[src/rtl/flash_boot_copier_if.sv]
// Shared-bus port bundle for the flash boot copier: single-beat select/ack
// transactions, driven by the copier (master) toward flash/RAM slaves.
interface flash_boot_copier_if;
  logic [31:0] bus_addr_o;
  logic [31:0] bus_data_o;
  logic [31:0] bus_data_i;
  logic        bus_select_o;
  logic        bus_we_o;
  logic        bus_ack_i;

  modport master (
    output bus_addr_o, bus_data_o, bus_select_o, bus_we_o,
    input  bus_data_i, bus_ack_i
  );

  modport slave (
    input  bus_addr_o, bus_data_o, bus_select_o, bus_we_o,
    output bus_data_i, bus_ack_i
  );
endinterface

[src/rtl/flash_boot_copier.sv]
// Copies WORDS 32-bit words from 16-bit flash (two halfword reads) into RAM.
// Optional ack timeout enabled by defining FLASH_BOOT_TIMEOUT_EN.
module flash_boot_copier #(
  parameter logic [31:0] FLASH_BASE = 32'h1E00_0000,
  parameter logic [31:0] RAM_BASE   = 32'h0000_0000,
  parameter int          WORDS      = 1024,
  parameter int          TIMEOUT    = 1023
) (
  input  logic                       clk,
  input  logic                       rst,
  input  logic                       start_i,
  flash_boot_copier_if.master        bus,
  output logic                       busy_o,
  output logic                       done_o,
  output logic                       error_o
);

  typedef enum logic [2:0] {IDLE, RD_LO, RD_HI, WR, GAP, FIN, ERR} state_t;

  localparam logic [1:0]  RET_LO = 2'd0;
  localparam logic [1:0]  RET_HI = 2'd1;
  localparam logic [1:0]  RET_WR = 2'd2;
  localparam logic [15:0] LAST   = 16'(WORDS - 1);

  state_t      state_q, state_d;
  logic [1:0]  ret_q, ret_d;
  logic [15:0] n_q, n_d, lo_q, lo_d, hi_q, hi_d;
  logic [31:0] addr_q, addr_d, wdata_q, wdata_d;
  logic        sel_q, sel_d, we_q, we_d, busy_q, busy_d, done_q, done_d;
  logic        acc_ok, tmo_hit;

  assign acc_ok = sel_q & bus.bus_ack_i;

`ifdef FLASH_BOOT_TIMEOUT_EN
  localparam logic [15:0] TMO = 16'(TIMEOUT);
  logic [15:0] wcnt_q, wcnt_d;
  logic        err_q, err_d;

  assign tmo_hit = sel_q & ~bus.bus_ack_i & (wcnt_q == TMO);
  assign error_o = err_q;
`else
  assign tmo_hit = 1'b0;
  assign error_o = 1'b0;
`endif

  always_comb begin
    state_d = state_q;
    ret_d   = ret_q;
    n_d     = n_q;
    lo_d    = lo_q;
    hi_d    = hi_q;
    done_d  = done_q;
`ifdef FLASH_BOOT_TIMEOUT_EN
    err_d   = err_q;
`endif
    case (state_q)
      IDLE: if (start_i) begin
        done_d = 1'b0;
`ifdef FLASH_BOOT_TIMEOUT_EN
        err_d  = 1'b0;
`endif
        n_d    = '0;
        // Enter through GAP so the first read appears one edge after start.
        if (WORDS == 0) state_d = FIN;
        else begin
          state_d = GAP;
          ret_d   = RET_LO;
        end
      end
      RD_LO: begin
        if (tmo_hit) state_d = ERR;
        else if (acc_ok) begin
          lo_d    = bus.bus_data_i[15:0];
          state_d = GAP;
          ret_d   = RET_HI;
        end
      end
      RD_HI: begin
        if (tmo_hit) state_d = ERR;
        else if (acc_ok) begin
          hi_d    = bus.bus_data_i[15:0];
          state_d = GAP;
          ret_d   = RET_WR;
        end
      end
      WR: begin
        if (tmo_hit) state_d = ERR;
        else if (acc_ok) begin
          if (n_q == LAST) state_d = FIN;
          else begin
            n_d     = n_q + 16'd1;
            state_d = GAP;
            ret_d   = RET_LO;
          end
        end
      end
      GAP: begin
        case (ret_q)
          RET_HI:  state_d = RD_HI;
          RET_WR:  state_d = WR;
          default: state_d = RD_LO;
        endcase
      end
      FIN: begin
        done_d  = 1'b1;
        state_d = IDLE;
      end
      ERR: begin
`ifdef FLASH_BOOT_TIMEOUT_EN
        err_d   = 1'b1;
`endif
        state_d = IDLE;
      end
      default: state_d = IDLE;
    endcase

    // Bus outputs are registered from the next state, so they hold steady
    // for as long as the state waits on ack.
    sel_d  = (state_d == RD_LO) || (state_d == RD_HI) || (state_d == WR);
    we_d   = (state_d == WR);
    busy_d = sel_d || (state_d == GAP);
    case (state_d)
      RD_LO:   addr_d = FLASH_BASE + {13'b0, n_d, 3'b0};
      RD_HI:   addr_d = FLASH_BASE + {13'b0, n_d, 3'b0} + 32'd4;
      WR:      addr_d = RAM_BASE + {14'b0, n_d, 2'b0};
      default: addr_d = '0;
    endcase
    wdata_d = we_d ? {hi_d, lo_d} : 32'h0;
  end

`ifdef FLASH_BOOT_TIMEOUT_EN
  always_comb begin
    wcnt_d = wcnt_q;
    if (sel_d && !sel_q)                 wcnt_d = '0;
    else if (sel_q && !bus.bus_ack_i)    wcnt_d = wcnt_q + 16'd1;
  end

  always_ff @(posedge clk or posedge rst) begin
    if (rst) begin
      wcnt_q <= '0;
      err_q  <= 1'b0;
    end else begin
      wcnt_q <= wcnt_d;
      err_q  <= err_d;
    end
  end
`endif

  always_ff @(posedge clk or posedge rst) begin
    if (rst) begin
      state_q <= IDLE;
      ret_q   <= RET_LO;
      n_q     <= '0;
      lo_q    <= '0;
      hi_q    <= '0;
      addr_q  <= '0;
      wdata_q <= '0;
      sel_q   <= 1'b0;
      we_q    <= 1'b0;
      busy_q  <= 1'b0;
      done_q  <= 1'b0;
    end else begin
      state_q <= state_d;
      ret_q   <= ret_d;
      n_q     <= n_d;
      lo_q    <= lo_d;
      hi_q    <= hi_d;
      addr_q  <= addr_d;
      wdata_q <= wdata_d;
      sel_q   <= sel_d;
      we_q    <= we_d;
      busy_q  <= busy_d;
      done_q  <= done_d;
    end
  end

  assign bus.bus_addr_o   = addr_q;
  assign bus.bus_data_o   = wdata_q;
  assign bus.bus_select_o = sel_q;
  assign bus.bus_we_o     = we_q;
  assign busy_o           = busy_q;
  assign done_o           = done_q;

endmodule

[src/flat_wrapper.sv]
// flat-port wrapper written by rule: the top's interface ports become plain ports
module flash_boot_copier_flat 
#(
  parameter logic [31:0] FLASH_BASE = 32'h1E00_0000,
  parameter logic [31:0] RAM_BASE   = 32'h0000_0000,
  parameter int          WORDS      = 1024,
  parameter int          TIMEOUT    = 1023
)
  (clk, rst, start_i, busy_o, done_o, error_o, bus_bus_addr_o, bus_bus_data_o, bus_bus_select_o, bus_bus_we_o, bus_bus_data_i, bus_bus_ack_i);
  flash_boot_copier_if bus_i ();
  input  logic clk;
  input  logic rst;
  input  logic start_i;
  output logic busy_o;
  output logic done_o;
  output logic error_o;
  output wire logic [$bits(bus_i.bus_addr_o)-1:0] bus_bus_addr_o;
  output wire logic [$bits(bus_i.bus_data_o)-1:0] bus_bus_data_o;
  output wire logic [$bits(bus_i.bus_select_o)-1:0] bus_bus_select_o;
  output wire logic [$bits(bus_i.bus_we_o)-1:0] bus_bus_we_o;
  input wire logic [$bits(bus_i.bus_data_i)-1:0] bus_bus_data_i;
  input wire logic [$bits(bus_i.bus_ack_i)-1:0] bus_bus_ack_i;
  assign bus_bus_addr_o = bus_i.bus_addr_o;
  assign bus_bus_data_o = bus_i.bus_data_o;
  assign bus_bus_select_o = bus_i.bus_select_o;
  assign bus_bus_we_o = bus_i.bus_we_o;
  assign bus_i.bus_data_i = bus_bus_data_i;
  assign bus_i.bus_ack_i = bus_bus_ack_i;
  flash_boot_copier #(.FLASH_BASE(FLASH_BASE), .RAM_BASE(RAM_BASE), .WORDS(WORDS), .TIMEOUT(TIMEOUT)) u_core (.clk(clk), .rst(rst), .start_i(start_i), .bus(bus_i), .busy_o(busy_o), .done_o(done_o), .error_o(error_o));
endmodule
[config.mk]
export PLATFORM = sky130hd
export DESIGN_NAME = flash_boot_copier_flat
export DESIGN_NICKNAME = d
export VERILOG_FILES = /design/src/rtl/flash_boot_copier_if.sv /design/src/rtl/flash_boot_copier.sv /design/src/flat_wrapper.sv
export SDC_FILE = /design/constraint.sdc
export NUM_CORES = 1
export LEC_CHECK = 0
export ABC_AREA = 1
export CORE_MARGIN = 1.5
export CORE_UTILIZATION = 30
export CTS_BUF_LIST = sky130_fd_sc_hd__clkbuf_2
export DETAILED_ROUTE_END_ITERATION = 8
export GPL_TIMING_DRIVEN = 1
export SKIP_LAST_GASP = 1
export SYNTH_ARGS = -nofsm -noshare
export SYNTH_HDL_FRONTEND = slang
export SYNTH_SLANG_ARGS = --single-unit
export TNS_END_PERCENT = 50
[constraint.sdc]
create_clock -name clk -period 4.1 [get_ports clk]
set_input_delay 0.615 -clock clk [delete_from_list [all_inputs] [get_ports clk]]
set_output_delay 0.615 -clock clk [all_outputs]
set_load 0.03 [all_outputs]
==> results by group <==
Status
  – Status: completed

Final layout
  – Fillers: 1580
  – Layout Nets: just over 600
  – Share of cells above drive strength 1: 0.168
  – Layout area overhead: 22.1%
  – Commonest non-fill, non-tap cells in the layout: 108 x nand2_1, 107 x dfrtp_1, 76 x clkdlybuf4s50_1, 60 x inv_1, 38 x nand3_1
  – Layout Cells excl Fill: between 700 and 800
  – Design Area, Final: ~0.0058 mm²
  – N_diodes: 0
  – Most common library cell in the layout ignoring fill and taps: nand2_1

Synth
  – Post-synthesis xor/xnor area fraction: 0.00552
  – Synth cell types: 36
  – Cell taking the most area after synthesis: dfrtp_1
  – Syn. warnings: 0
  – Synth Register Bits: 107
  – Synth Area in Simple Gates: 0.261
  – Main combinational cell family by area after synthesis: simple AND/OR/NAND/NOR gates
  – Fraction of the mapped netlist area in adder cells: 0.00526
  – Largest cells by area after synthesis: dfrtp_1 56%, nand2_1 8.5%, inv_1 4.8%
  – Post-synthesis sequential area ratio: 0.563
  – Syn_area_per_cell: 9.40 µm²
  – Cell count after synthesis: 506
  – Mux contribution to synthesized area: 0.00210
  – Synth top area share: 0.563
  – Complex-gate fraction of the synthesized area: 0.0597
  – Mapped cell area: ~0.0048 mm²

Setup path
  – Buf/Inv on CP: 1
  – CP Launch Type: register
  – CP cell instances: clkdlybuf4s50_1
  – CP delay by family, top: buffers and inverters
  – Arrival time worst endpoint: between 1500 and 2000 ps
  – Worst EP required: 3480 ps
  – Kind of critical path: register to output port
  – Worst path slowest cell: clkdlybuf4s50_1
  – Worst-path fanout max: 4
  – Biggest cell delay along the critical path: 680 ps
  – CP Capture Type: output port

Placed design
  – Area post-placement: roughly 0.0056 mm²
  – IO buf count: 76
  – HPWL after DPL: 7220 µm
  – Placed insts: 777
  – GP Congestion: 0.823

Drt
  – Drt drc: 0
  – Routed vias: 3526
  – Drt initial violations: 153
  – Number of vias per cell: 4.45
  – Drt first pass iters: 4
  – Post-route ant nets: 0
  – Post-Route WL: roughly 11000 µm
  – WL per Instance: 13.6 µm

CTS
  – Clock slew at reported path FFs: approximately 300 ps
  – Post-cts resize count: 0
  – Clock Latency Late Sink: 620 ps
  – H-tree levels: 3
  – CTS Root Cell: clkbuf_2
  – CTS tree: done
  – Total clock buffers created by CTS: 9
  – Max clock buf depth: 2
  – Setup Buffers After CTS: 0
  – Hold Buf Count CTS: 0
  – Clk sinks: between 100 and 150

Timing
  – Pins Over Slew Limit: 0
  – Total negative setup slack: 0 ps
  – Worst-Margin Slew: ~750 ps
  – Rel. slew slack: 0.497
  – Final setup viols: 0
  – Fmax: 425 MHz
  – Period minus WS final: 2350 ps
  – RSZ-0062 raised after global routing: no
  – Clk_skew: ~24 ps
  – Final Cycle Share: 0.573
  – Final hold vios: 0

Power
  – Static Leak: 2.83 nW
  – VDD IR max: 0.262 mV
  – Power Total: 3.22 mW
  – Pwr per Cell Area: 554 mW/mm²

Floorplan
  – Chip height: 129 µm
  – Starting density of the core: 0.310
  – Die width: 129 µm
  – Ports: 105
  – Standard-cell row count: 45
  – Core area: 0.0154 mm²
  – Die Area: 0.0166 mm²

Global routing
  – Largest net degree at the start of global routing: 62
  – Top Usage Layer GRT: met2
  – GR Util met3: 0.0320
  – Grt ovf: 0
  – Vias in the first global route: 3633
  – M2 GR Usage: 0.225
  – Initial antenna violation count: 0
  – Met1 usage: 0.187
  – First-pass GRT wire length: 18200 µm
  – Total GRT Usage: 0.141

Min path
  – Hold/Removal Path Class: primary input to asynchronous set/reset pin

Flow run
  – Total of max-cap violations: 0
-- report_power, final --
part           leakage [nW]  switching [mW]  internal (mW)
combinational          1.31           0.793          0.358
clock                 0.101           0.388          0.276
sequential             1.42           0.109           1.29
total                  2.83            1.29           1.93
-- worst paths after layout --
| kind | start | end | slack [ps] | depth (start not counted) |
|---|---|---|---|---|
| setup reg to reg | u_core.bus.bus_select_o | u_core.bus.bus_addr_o[13] | 1950 | 9 |
| setup / recovery | u_core.bus.bus_addr_o[27] | bus_bus_addr_o[26] | 1750 | 1 |
| max in group asynchronous | rst | u_core.lo_q[0] | 2840 | 3 |
| min in group clk | u_core.ret_q[1] | u_core.ret_q[1] | 540 | 2 |
| hold / removal | rst | u_core.bus.bus_addr_o[10] | 440 | 2 |
| hold reg to reg | u_core.ret_q[1] | u_core.ret_q[1] | 540 | 2 |
-- logic make-up (layout without fill, tap and decap cells) --
kind of cell / after synthesis / count (layout)
adder cells (fa/ha/maj): 2 / 2
AO/OA/AOI/OAI: 46 / 46
AND/OR/NAND/NOR: 244 / 244
multiplexers: 1 / 1
buffers and inverters: 102 / 167
other: 1 / 12
XOR/XNOR: 3 / 3
flip-flops: 107 / 107
-- per-layer routing --
metal	wire [µm]	part of all wire	vias to the layer above
met3	488	0.045	14
met1	5110	0.47	1726
met4	183	0.017	0
li1	-	-	1698
met5	0	0	-
met2	4980	0.46	88
-- stage by stage --
step	util	hold WS, ps	worst slack [ps]
floorplan	-	453	668
global placement	0.366	472	1250
detailed placement	0.366	477	1200
CTS	0.378	408	1660
global route	0.378	448	1620
finish	0.378	435	1750
-- cell usage after synthesis --
| cell | number |
|---|---|
| or2_2 | 18 |
| o22ai_1 | 33 |
| clkinv_1 | 1 |
| nor2_1 | 24 |
| nand3_1 | 38 |
| nand2_4 | 3 |
| buf_2 | 5 |
| buf_6 | 5 |
| o21ai_1 | 2 |
| or2_1 | 1 |
| mux2i_1 | 1 |
| o31ai_2 | 1 |
| dfrtp_1 | 107 |
| o21ai_0 | 8 |
| nand2_1 | 108 |
| nand3b_4 | 1 |
| nor2_2 | 30 |
| nor2_4 | 5 |
| conb_1 | 1 |
| nor2_8 | 2 |
| nor3_1 | 4 |
| xor2_1 | 2 |
| clkbuf_1 | 4 |
| xnor2_1 | 1 |
| nand2_2 | 5 |
| and2_1 | 1 |
| ha_1 | 2 |
| inv_1 | 61 |
| o211ai_1 | 1 |
| buf_4 | 15 |
| o31ai_1 | 1 |
| nand3_2 | 2 |
| nand4_1 | 1 |
| inv_2 | 9 |
| inv_4 | 2 |
| nand3_4 | 1 |
-- state kept, by name (all words and copies together) (netlist names) --
name                     flops
u_core.done_o                1
u_core.state_q               3
u_core.hi_q                 16
u_core.bus.bus_select_o      1
u_core.ret_q                 2
u_core.lo_q                 16
u_core.bus.bus_addr_o       18
u_core.bus.bus_we_o          1
u_core.n_q                  16
u_core.bus.bus_data_o       32
u_core.busy_o                1
-- area by class of cell --
type                       count  area, µm²  share of cell area
sequential                   107       2680               0.461
timing repair buffer          78        776               0.134
inverter                      73        282              0.0485
multi-input combinational    308       1630               0.281
clock buffer                   9       45.0             0.00776
tap                          211        264              0.0455
clock inverter                 7        130              0.0224
(Power assumes the default switching activity.)
